### src/rtl/local_network_interface.sv
// Local network interface: core TX request -> registered flit toward the router,
// router ejection -> 4-entry FWFT RX queue. Optional macro NI_RX_DROP_CNT_EN enables the drop counter.
`ifndef DATA_WIDTH
`define DATA_WIDTH 32
`endif

module local_network_interface #(
    parameter logic [2:0] ROUTER_ADDRESS = 3'b1
) (
    input  logic                   clk,
    input  logic                   rst_n,
    input  logic                   tx_req,
    input  logic [2:0]             tx_dst,
    input  logic [25:0]            tx_payload,
    output logic                   tx_ready,
    output logic [`DATA_WIDTH-1:0] NI_DATA_OUT,
    output logic                   NI_DATA_VALID_OUT,
    input  logic                   NI_FULL_IN,
    input  logic [31:0]            NI_DATA_IN,
    input  logic                   NI_DATA_VALID_IN,
    output logic                   rx_valid,
    output logic [31:0]            rx_data,
    input  logic                   rx_ready,
    output logic                   rx_misroute,
    output logic [7:0]             rx_drop_cnt
);
    typedef enum logic {IDLE, SEND} tx_state_e;

    tx_state_e               tx_state_q, tx_state_d;
    logic [31:0]             tx_flit_q, tx_flit_d;
    logic                    out_vld_q, out_vld_d;
    logic [`DATA_WIDTH-1:0]  out_data_q, out_data_d;

    always_comb begin
        tx_state_d = tx_state_q;
        tx_flit_d  = tx_flit_q;
        out_vld_d  = 1'b0;
        out_data_d = '0;
        case (tx_state_q)
            IDLE: if (tx_req) begin
                tx_flit_d  = {tx_payload, ROUTER_ADDRESS, tx_dst};
                tx_state_d = SEND;
            end
            SEND: if (!NI_FULL_IN) begin
                out_vld_d  = 1'b1;
                out_data_d = tx_flit_q;
                tx_state_d = IDLE;
            end
            default: tx_state_d = IDLE;
        endcase
    end

    always_ff @(posedge clk or negedge rst_n) begin
        if (!rst_n) begin
            tx_state_q <= IDLE;
            tx_flit_q  <= '0;
            out_vld_q  <= 1'b0;
            out_data_q <= '0;
        end else begin
            tx_state_q <= tx_state_d;
            tx_flit_q  <= tx_flit_d;
            out_vld_q  <= out_vld_d;
            out_data_q <= out_data_d;
        end
    end

    assign tx_ready          = (tx_state_q == IDLE);
    assign NI_DATA_VALID_OUT = out_vld_q;
    assign NI_DATA_OUT       = out_data_q;

    logic [31:0] mem_q [4];
    logic [31:0] mem_d [4];
    logic [1:0]  wptr_q, wptr_d, rptr_q, rptr_d;
    logic [2:0]  cnt_q, cnt_d;
    logic        mis_q, mis_d;
    logic        push, pop;

    // Push admission looks only at the pre-edge count, so a full queue drops even during a pop.
    assign pop  = (cnt_q != 3'd0) && rx_ready;
    assign push = NI_DATA_VALID_IN && (cnt_q != 3'd4);

    always_comb begin
        mem_d  = mem_q;
        wptr_d = wptr_q;
        rptr_d = rptr_q;
        cnt_d  = cnt_q;
        mis_d  = mis_q | (NI_DATA_VALID_IN && (NI_DATA_IN[2:0] != ROUTER_ADDRESS));
        if (push) begin
            mem_d[wptr_q] = NI_DATA_IN;
            wptr_d        = wptr_q + 2'd1;
        end
        if (pop) rptr_d = rptr_q + 2'd1;
        if (push && !pop)      cnt_d = cnt_q + 3'd1;
        else if (pop && !push) cnt_d = cnt_q - 3'd1;
    end

    always_ff @(posedge clk or negedge rst_n) begin
        if (!rst_n) begin
            for (int i = 0; i < 4; i++) mem_q[i] <= '0;
            wptr_q <= '0;
            rptr_q <= '0;
            cnt_q  <= '0;
            mis_q  <= 1'b0;
        end else begin
            mem_q  <= mem_d;
            wptr_q <= wptr_d;
            rptr_q <= rptr_d;
            cnt_q  <= cnt_d;
            mis_q  <= mis_d;
        end
    end

    assign rx_valid    = (cnt_q != 3'd0);
    assign rx_data     = rx_valid ? mem_q[rptr_q] : 32'd0;
    assign rx_misroute = mis_q;

`ifdef NI_RX_DROP_CNT_EN
    logic [7:0] drop_cnt_q, drop_cnt_d;
    logic       drop;

    assign drop = NI_DATA_VALID_IN && (cnt_q == 3'd4);

    always_comb begin
        drop_cnt_d = drop_cnt_q;
        if (drop && drop_cnt_q != 8'hFF) drop_cnt_d = drop_cnt_q + 8'd1;
    end

    always_ff @(posedge clk or negedge rst_n) begin
        if (!rst_n) drop_cnt_q <= '0;
        else        drop_cnt_q <= drop_cnt_d;
    end

    assign rx_drop_cnt = drop_cnt_q;
`else
    assign rx_drop_cnt = 8'd0;
`endif
endmodule
### config.mk
export PLATFORM = sky130hd
export DESIGN_NAME = local_network_interface
export DESIGN_NICKNAME = d
export VERILOG_FILES = /design/src/rtl/local_network_interface.sv
export SDC_FILE = /design/constraint.sdc
export NUM_CORES = 1
export LEC_CHECK = 0
export CAP_MARGIN = 10
export CORE_UTILIZATION = 42
export CTS_BUF_LIST = sky130_fd_sc_hd__clkbuf_4
export CTS_CLUSTER_DIAMETER = 50
export CTS_CLUSTER_SIZE = 20
export DETAILED_ROUTE_END_ITERATION = 8
export GPL_TIMING_DRIVEN = 1
export HOLD_SLACK_MARGIN = 0.02
export PLACE_DENSITY = 0.77
export SETUP_SLACK_MARGIN = 0.5
export SLEW_MARGIN = 40
export SYNTH_ARGS = -nofsm -noshare
export SYNTH_HDL_FRONTEND = slang
export SYNTH_SLANG_ARGS = --single-unit
### constraint.sdc
create_clock -name clk -period 5.16 [get_ports clk]
set_input_delay 1.29 -clock clk [delete_from_list [all_inputs] [get_ports clk]]
set_output_delay 1.29 -clock clk [all_outputs]
set_load 0.01 [all_outputs]
# Yosys cells after proc, flatten, opt, wreduce, memory -nomap -nowiden
# Cells that the tools add are included.
# classes
addsub,4
bitwise,4
n_lt_le_gt_ge,3
n_eq_ne,2
mux,16
reduce_logical,11
# op_table
op,n
2-to-1 mux 32 bit,6
bitwise mux 128 bit,1
binary-select mux 32 bit (select 2 bit),1
demux 32 bit (select 2 bit),1
"greater-or-equal comparator 3 bit, second input constant",2
logical AND 1 bit,6
2-to-1 mux 3 bit,2
NOT 2 -> 3 bit,2
"adder 2 x 1 -> 2 bit, second input constant",2
2-to-1 mux 1 bit,4
"adder 3 x 1 -> 3 bit, second input constant",1
"< comparator 3 x 1 -> 1 bit, second input constant",1
"!= test 3 x 1 -> 1 bit, second input constant",1
"!= test 3 bit, second input constant",1
nonzero test 3 bit,1
"subtractor 3 x 1 -> 3 bit, second input constant",1
zero test 1 bit,2
case mux 1 bit (2 select lines),1
AND reduction 2 bit,1
nonzero test 2 bit,1
NOT 1 bit,1
OR 1 bit,1
# word_totals
regBits,200
input_bits,67
out_inout_bits,76
wordCells,52

# Depth between registers and ports, before layout
# Gate-level depths: netlist of the first run.
# depth
word_depth,6
ltp_mapped,9
ltp_nobuf,8

# Worst setup path after synthesis of the first run
# Ideal clock, no wire load.
# synth_path
kind,reg-to-output
startpoint,register rptr_q[0]
endpoint,output port rx_data[10]
t_required_ps,3870
arrival_ps,1319
stages_incl_launch_ff,5
path_buffers,2
slack_ps,2551
path_cell_list,dfrtp_1 -> buf_6 -> buf_6 -> mux4_1 -> and2_1
# synth_via
elab_chain_len,5
# synth_rtl
item,line_no,text
"start, declared",73,"logic [1:0] wptr_q, wptr_d, rptr_q, rptr_d;"
"start signal, assigned",107,rptr_q <= rptr_d;
NOT 2 -> 3 bit (implied by the code),114,assign rx_data = rx_valid ? mem_q[rptr_q] : 32'd0;
binary-select mux 32 bit (select 2 bit),114,
2-to-1 mux 32 bit (implied by the code) (2 in a row),114,
2-to-1 mux 32 bit,114,
"end, declared",22,"output logic [31:0] rx_data,"
# No other way between the ends. The select of a mux whose other input is x is not followed.

# Worst setup path in the final report of the first run
# layout_path
startpoint,register rptr_q[0]
endpoint,output port rx_data[14]
# Same word-level chain as after synthesis.

==> flow_summary_export.csv, run 1 <==
group,metric,value,unit
routing,firstDrtPassIters,4,
synthesis,syn_avg_cell_area,16.1,um2
floorplanning,dieArea,20800,um2
routing,via_count,4750,
global_routing,grt_start_max_net_pins,125,
final_layout,insertedDiodeCount,0,
synthesis,ys_ff_latch,198,
worst_setup_path,worst_path_largest_cell_delay,0.72,ns
timing,fmax,239,MHz
placed_design,place.gp.congestion,0.687,
worst_setup_path,crit_chain,"buf_4, mux4_1, and2_1, clkdlybuf4s50_1",
floorplanning,io_pins,143,
timing,worst_slew_pin_slew,0.809,ns
global_routing,antenna_found_initial,1,
worst_setup_path,crit_path_start,"rptr_q[0]$_DFFE_PN0P_",
final_layout,nets,736,
timing,slew_headroom,45.8,%
worst_setup_path,arrival,2.89,ns
synthesis,yosysUniqueCellTypes,24,
routing,drt-total-wl,16900,um
routing,wl_per_cell,18.0,um
synthesis,synthesis.area,8510,um2
routing,antenna_left,0,
worst_setup_path,criticalPathCategory,"reg2out",
final_layout,design_area,10500,um2
synthesis,synth_ff_type,"dfrtp_1",
global_routing,grt_pass1_wl,27700,um
clocking,holdBufCountCts,0,
clocking,clock-sinks,198,
timing,setup_viol,0,
synthesis,ys_top_cells_by_count,"dfrtp_1 (198), mux2_2 (159), and2_1 (62)",
placed_design,dp.cells,909,
worst_setup_path,cpMaxStageDelayCell,"dfrtp_2",
pwr,leakagePower,4.41,nW
pwr,p_total,6.13,mW
clocking,cts_tree,"done",
placed_design,pre_cts_slack,1.56,ns
final_layout,synthToLayoutAreaGrowth,23.9,%
worst_setup_path,required,3.87,ns
timing,finClkSkew,0.0284,ns
worst_setup_path,r2r_start,"cnt_q[1]$_DFFE_PN0P_",
timing,timing.final.crit_period,4.18,ns
synthesis,yosysSeqAreaShare,58.2,%
synthesis,synth_top_area_cell,"dfrtp_1",
floorplanning,die_x,144,um
timing,drv_slew,0,
global_routing,grt_pass1_vias,5265,
placed_design,postPlaceCellArea,10200,um2
pwr,peakVddDrop,316,uV
floorplanning,start_util,43.3,%
clocking,clk_pin_slew_worst_paths,0.18,ns
synthesis,async_reset_ff_share,100,%
timing,rsz0062_at_grt,"false",
clocking,clock_latency,0.59,ns
final_layout,fillerInstances,1617,
clocking,post_cts_buffers,0,
global_routing,grt_usage,17.8,%
final_layout,layout-drive-gt1-share,33.9,%
status,run_status,"completed",
synthesis,yosysMostFrequentCell,"dfrtp_1",
worst_setup_path,endpoint_kind,"output pin",
placed_design,numPortBuffers,132,
min_path,hold_path_class,"reg2reg",
global_routing,overflow,0,
synthesis,ys_top_cells_by_area,"dfrtp_1 (58%), mux2_2 (21%), mux4_1 (5.9%), and2_1 (4.6%), mux4_2 (3.4%)",
worst_setup_path,cp-start-kind,"flip-flop",
clocking,cts_buffer_depth,2,
synthesis,synth-edff-count,0,
timing,finalWorstSetupSlack,0.976,ns
run,cap_violations,0,
min_path,hold_path.startpoint,"rx_misroute$_DFF_PN0_",
final_layout,fin_util,53.6,%
synthesis,synth_cells,529,
synthesis,synth_top_area_share,58.2,%
final_layout,final_cells,941,
timing,holdWs,0.486,ns
floorplanning,fp.dieH,144,um
clocking,cts_buffers,17,
worst_setup_path,worst-path-max-fanout,15,
routing,drc_errors,0,
timing,final.setup.tns,0,ns
clocking,post_cts_resized,0,
placed_design,dp_hpwl,11700,um
timing,fin_crit_sh,81.1,%
routing,drt_iter0_markers,188,
floorplanning,floorplan.core_area,19700,um2
clocking,htreeDepth,4,
routing,via_per_inst,5.05,
synthesis,synth_warnings,0,
pwr,power_density,582,nW/um2
clocking,root_buffer,"clkbuf_4",
timing,hold_viol_final,0,
floorplanning,row_count,51,
worst_setup_path,ff2ff_setup_slack,2.53,ns
[registers in the layout, indices dropped and copies added (netlist names)]
signal and count:
tx_flit_q 30, cnt_q 3, NI_DATA_VALID_OUT 1, rptr_q 2
wptr_q 2, mem_q 128, rx_misroute 1, tx_state_q 1
NI_DATA_OUT 30
[path summary, 6_finish.rpt]
check                                            end  cells after the start
setup / recovery                         rx_data[14]                      4
hold / removal                 rx_misroute$_DFF_PN0_                      1
setup reg to reg                cnt_q[2]$_DFFE_PN0P_                      9
hold reg to reg                rx_misroute$_DFF_PN0_                      1
max in group asynchronous  NI_DATA_OUT[30]$_DFF_PN0_                      2
min in group asynchronous      mem_q[42]$_DFFE_PN0P_                      1
[placed cells by master (no fill, tap or decap), types with 2 or more instances in the layout]
cell / synthesis / layout
nand2_1: 6 / 6
ha_1: 5 / 5
nor2_4: 0 / 4
mux2_2: 159 / 159
buf_4: 10 / 5
buf_16: 0 / 8
nor2_1: 7 / 2
inv_8: 0 / 3
clkinv_8: 0 / 7
clkbuf_4: 0 / 17
xnor2_1: 4 / 4
dfrtp_1: 198 / 196
conb_1: 1 / 10
inv_1: 4 / 4
mux4_2: 13 / 13
clkdlybuf4s50_1: 0 / 131
clkinv_4: 0 / 2
a21o_1: 2 / 2
inv_6: 0 / 2
xor2_1: 2 / 2
mux4_1: 19 / 19
and2_1: 62 / 62
[worst max-delay path: cells and delay by family, from the launching register on]
| family | cells | cell delay, ns |
|---|---|---|
| buf+inv | 2 | 0.82 |
| flops | 1 | 0.72 |
| simple gates | 1 | 0.17 |
| mux | 1 | 0.60 |
[power by group]
group / internal [mW] / switching, mW
clock network: 0.239 / 0.613
logic: 1.77 / 0.952
registers: 2.17 / 0.392
total: 4.17 / 1.96
[cell type report]
type / count / area (um2) / share of cell area (%)
inverter: 4 / 15.0 / 0.142
timing repair buffer: 146 / 1610 / 15.3
clock inverter: 15 / 199 / 1.89
tap: 265 / 332 / 3.15
clock buffer: 17 / 128 / 1.21
multi-input combinational: 296 / 3290 / 31.2
sequential: 198 / 4960 / 47.1
[metal layers]
metal  part of all wire, %  wire length (um)  global-route usage (%)
met1                    41              6880                    21.5
met2                    50              8440                    29.3
met3                   8.2              1390                    7.35
met4                   1.1               193                    4.82
met5                 0.077                13                       0
[kinds of logic (layout without fill, tap and decap cells)]
| group | count (synthesis) | in the layout | share of synthesized area, % |
|---|---|---|---|
| DFF | 198 | 198 | 58.2 |
| adders and majority gates | 6 | 6 | 0.971 |
| buffers and inverters | 44 | 182 | 3.88 |
| and+or+nand+nor | 81 | 81 | 5.72 |
| xor gates and xnor gates | 6 | 6 | 0.618 |
| AOI/OAI and AO/OA | 2 | 2 | 0.176 |
| muxes | 191 | 191 | 30.4 |
| other | 1 | 10 | 0.0441 |
Note: power is estimated with default switching activity, not from simulation.
==> run 2, diff against run 1 <==
clock period = 4 ns   (was 5.16 ns; I/O delays follow)
==> flow_summary_export.csv, run 2 (synthesis results as in run 1) <==
group,metric,value,unit
status,run_status,"completed",
run,cap_violations,0,
worst_setup_path,criticalPathCategory,"reg2out",
timing,setup_viol,0,
clocking,clock_latency,0.61,ns
global_routing,antenna_found_initial,0,
timing,slew_headroom,47.2,%
floorplanning,floorplan.core_area,19700,um2
global_routing,overflow,0,
timing,holdWs,0.379,ns
final_layout,final_common_cell,"dfrtp_1",
final_layout,final_cells,947,
clocking,holdBufCountCts,0,
clocking,root_buffer,"clkbuf_4",
final_layout,synthToLayoutAreaGrowth,23.4,%
routing,drt-total-wl,17400,um
pwr,p_total,7.93,mW
final_layout,fin_util,53.4,%
pwr,power_density,755,nW/um2
timing,hold_viol_final,0,
worst_setup_path,cp-start-kind,"flip-flop",
final_layout,insertedDiodeCount,0,
final_layout,largest_register,"mem_q",
final_layout,layout-drive-gt1-share,34.6,%
floorplanning,start_util,43.3,%
timing,fmax,286,MHz
global_routing,grt_start_max_net_pins,77,
routing,wl_per_cell,18.3,um
placed_design,place.gp.congestion,0.727,
timing,final.setup.tns,0,ns
routing,firstDrtPassIters,4,
worst_setup_path,worst-path-max-fanout,19,
routing,drc_errors,0,
floorplanning,fp.dieH,144,um
clocking,clock-sinks,198,
floorplanning,die_x,144,um
clocking,cts_tree,"done",
worst_setup_path,endpoint_kind,"output pin",
placed_design,numPortBuffers,132,
floorplanning,dieArea,20800,um2
global_routing,grt_pass1_wl,27700,um
min_path,hold_path_class,"in2async",
clocking,clk_pin_slew_worst_paths,0.16,ns
timing,timing.final.crit_period,3.50,ns
placed_design,dp.cells,908,
timing,worst_slew_pin_slew,0.789,ns
clocking,cts_buffers,17,
placed_design,dp_hpwl,11700,um
floorplanning,io_pins,143,
final_layout,largest_reg_flops,128,
final_layout,nets,742,
routing,antenna_left,0,
floorplanning,row_count,51,
clocking,cts_buffer_depth,2,
routing,drt_iter0_markers,185,
clocking,htreeDepth,4,
final_layout,final_cell_mix,"dfrtp_1 (195), mux2_2 (159), clkdlybuf4s50_1 (129), and2_1 (62), mux4_1 (19)",
timing,finClkSkew,0.0258,ns
global_routing,grt_usage,18.0,%
pwr,leakagePower,4.43,nW
timing,rsz0062_at_grt,"true",
routing,via_per_inst,5.05,
routing,via_count,4781,
timing,drv_slew,0,
worst_setup_path,required,3.00,ns
timing,fin_crit_sh,87.5,%
global_routing,grt_pass1_vias,5311,
worst_setup_path,arrival,2.50,ns
pwr,peakVddDrop,425,uV
run 2: cell count changes in the layout (fill, tap and decap cells not counted), moves of 2 or more:
cell	before	now
buf_12	1	8
buf_16	8	0
buf_4	5	10
clkdlybuf4s50_1	131	129
dlymetal6s2s_1	0	2
inv_6	2	4
run 2: path summary, 6_finish.rpt:
path | from | slack (ns) | to | cells after the start
worst max-delay path | rptr_q[0]$_DFFE_PN0P_ | 0.50 | rx_data[2] | 4
worst min-delay path | rst_n | 0.38 | mem_q[67]$_DFFE_PN0P_ | 1
worst max register to register | cnt_q[1]$_DFFE_PN0P_ | 1.61 | cnt_q[2]$_DFFE_PN0P_ | 9
worst min register to register | rx_misroute$_DFF_PN0_ | 0.49 | rx_misroute$_DFF_PN0_ | 1
max in group asynchronous | rst_n | 2.74 | NI_DATA_OUT[28]$_DFF_PN0_ | 2
min in group clk | rx_misroute$_DFF_PN0_ | 0.49 | rx_misroute$_DFF_PN0_ | 1
run 2: timing repair:
item                       CTS  global route
buffers inserted             3             4
setup endpoints to repair   33            30
pin swaps                    0             1
cloned                       0             0
gates resized for setup      9             2
run 2: critical path, stage by stage (launching register included):
cell	delay, ns
dfrtp_2	0.45
buf_12	0.21
mux4_1	0.59
and2_1	0.18
clkdlybuf4s50_1	0.47
run 2: layout make-up:
cell class              instances  area [um2]
repair buffers                152        1590
well taps                     265         332
flip-flops and latches        198        4960
fillers                      1638        9150
clock inverters                15         180
multi-input cells             296        3290
inverters                       4        15.0
clock buffers                  17         128
run 2: through the flow:
stage | setup slack (ns) | cell area (um2)
2_1_floorplan | 1.68 | 8540
3_3_place_gp | 0.928 | 10100
3_5_place_dp | 0.987 | 10100
4_1_cts | 0.454 | 10500
5_1_grt | 0.404 | 10500
6_report | 0.501 | 10500
run 2: where the power goes:
group	switching, mW	total (mW)	internal [mW]
clock	0.776	1.07	0.294
sequential	0.403	3.20	2.80
combinational	1.36	3.66	2.30
total	2.54	7.93	5.40
run 2: routing by layer:
metal	wire length [um]	global-route usage, %	vias up
met1	7240	21.6	2509
met2	8690	29.8	125
li1	-	-	2133
met4	181	5.71	0
met3	1260	6.79	14
met5	0	0	-
==> run 3, diff against run 2 <==
clock period = 3.9 ns   (was 4 ns; I/O delays follow)
==> flow_summary_export.csv, run 3 (synthesis results as in run 1) <==
group,metric,value,unit
status,run_status,"completed",
placed_design,place.gp.congestion,0.721,
routing,via_count,4832,
timing,timing.final.crit_period,3.39,ns
global_routing,grt_usage,18.3,%
timing,slew_headroom,51.6,%
routing,antenna_left,0,
floorplanning,die_x,144,um
global_routing,grt_start_max_net_pins,96,
timing,rsz0062_at_grt,"true",
floorplanning,start_util,43.3,%
global_routing,grt_pass1_vias,5435,
placed_design,dp_hpwl,11600,um
final_layout,fillerInstances,1635,
worst_setup_path,required,2.92,ns
floorplanning,fp.dieH,144,um
routing,drc_errors,0,
pwr,leakagePower,4.69,nW
timing,finClkSkew,0.0255,ns
clocking,htreeDepth,4,
clocking,cts_buffers,17,
final_layout,insertedDiodeCount,0,
final_layout,final_common_cell,"dfrtp_1",
routing,drt-total-wl,18100,um
global_routing,overflow,0,
routing,drt_iter0_markers,125,
global_routing,grt_pass1_wl,28400,um
timing,fmax,295,MHz
clocking,holdBufCountCts,0,
pwr,peakVddDrop,378,uV
timing,fin_crit_sh,86.9,%
floorplanning,floorplan.core_area,19700,um2
timing,hold_viol_final,0,
final_layout,design_area,10700,um2
routing,firstDrtPassIters,4,
run,cap_violations,0,
final_layout,layout-drive-gt1-share,36.3,%
floorplanning,dieArea,20800,um2
placed_design,dp.cells,908,
timing,setup_viol,0,
placed_design,numPortBuffers,132,
final_layout,final_cell_mix,"dfrtp_1 (196), mux2_2 (159), clkdlybuf4s50_1 (104), and2_1 (62), buf_4 (20)",
final_layout,final_cells,960,
worst_setup_path,arrival,2.42,ns
timing,drv_slew,0,
clocking,root_buffer,"clkbuf_4",
worst_setup_path,criticalPathCategory,"reg2out",
worst_setup_path,cp-start-kind,"flip-flop",
floorplanning,io_pins,143,
timing,worst_slew_pin_slew,0.726,ns
pwr,power_density,771,nW/um2
clocking,cts_buffer_depth,2,
clocking,cts_tree,"done",
worst_setup_path,endpoint_kind,"output pin",
final_layout,largest_register,"mem_q",
final_layout,nets,755,
min_path,hold_path_class,"in2async",
timing,final.setup.tns,0,ns
worst_setup_path,worst-path-max-fanout,11,
clocking,clk_pin_slew_worst_paths,0.16,ns
final_layout,synthToLayoutAreaGrowth,25.3,%
clocking,clock_latency,0.59,ns
routing,via_per_inst,5.03,
placed_design,pre_cts_slack,0.740,ns
timing,holdWs,0.367,ns
global_routing,antenna_found_initial,0,
routing,wl_per_cell,18.8,um
timing,finalWorstSetupSlack,0.510,ns
placed_design,postPlaceCellArea,10100,um2
final_layout,largest_reg_flops,128,
clocking,clock-sinks,198,
floorplanning,row_count,51,
[run 3: path summary, 6_finish.rpt]
kind | endpoint | from | cells past startpoint | slack (ns)
max | rx_data[15] | rptr_q[0]$_DFFE_PN0P_ | 4 | 0.51
min | mem_q[67]$_DFFE_PN0P_ | rst_n | 1 | 0.37
max reg2reg | cnt_q[1]$_DFFE_PN0P_ | cnt_q[0]$_DFFE_PN0P_ | 6 | 1.55
min reg2reg | tx_flit_q[3]$_DFFE_PN0P_ | tx_flit_q[3]$_DFFE_PN0P_ | 1 | 0.49
max in group asynchronous | tx_flit_q[16]$_DFFE_PN0P_ | rst_n | 2 | 2.68
min in group clk | tx_flit_q[3]$_DFFE_PN0P_ | tx_flit_q[3]$_DFFE_PN0P_ | 1 | 0.49
[run 3: repair_timing]
action	4_1_cts	5_1_grt
pin swaps	1	1
buffers inserted	4	13
gates cloned	2	1
setup endpoints to repair	33	24
gates resized for setup	19	22
[run 3: worst max-delay path, stage by stage, from the launching register on]
cell	delay (ns)
dfrtp_2	0.46
buf_12	0.16
mux4_1	0.56
and2_1	0.17
clkdlybuf4s50_1	0.47
[run 3: area by class of cell]
| type | count | area, um2 | area share [%] |
|---|---|---|---|
| flip-flops and latches | 198 | 4960 | 46.5 |
| multi-input cells | 297 | 3300 | 31.0 |
| repair buffers | 164 | 1750 | 16.4 |
| well taps | 265 | 332 | 3.11 |
| clock inverters | 15 | 176 | 1.65 |
| clock buffers | 17 | 128 | 1.20 |
| inverters | 4 | 15.0 | 0.141 |
[run 3: power by group]
part / leakage (nW) / total, mW / switching [mW] / internal [mW]
combinational: 2.15 / 3.82 / 1.45 / 2.37
sequential: 2.38 / 3.30 / 0.430 / 2.87
clock: 0.162 / 1.10 / 0.800 / 0.304
[run 3: through the flow]
| step | total power [mW] | util, % |
|---|---|---|
| 2_1_floorplan | 5.57 | - |
| 3_3_place_gp | 6.83 | 51.2 |
| 3_5_place_dp | 7.02 | 51.2 |
| 4_1_cts | 8.24 | 53.4 |
| 5_1_grt | 8.74 | 54.2 |
| 6_report | 8.22 | 54.2 |
[run 3: per-layer routing]
metal  part of all wire (%)  wire (um)  global-route usage [%]
met5                      0          0                       0
met4                    1.2        223                    6.32
met3                    7.3       1320                    6.92
met2                     50       9050                    30.7
met1                     41       7480                    21.4
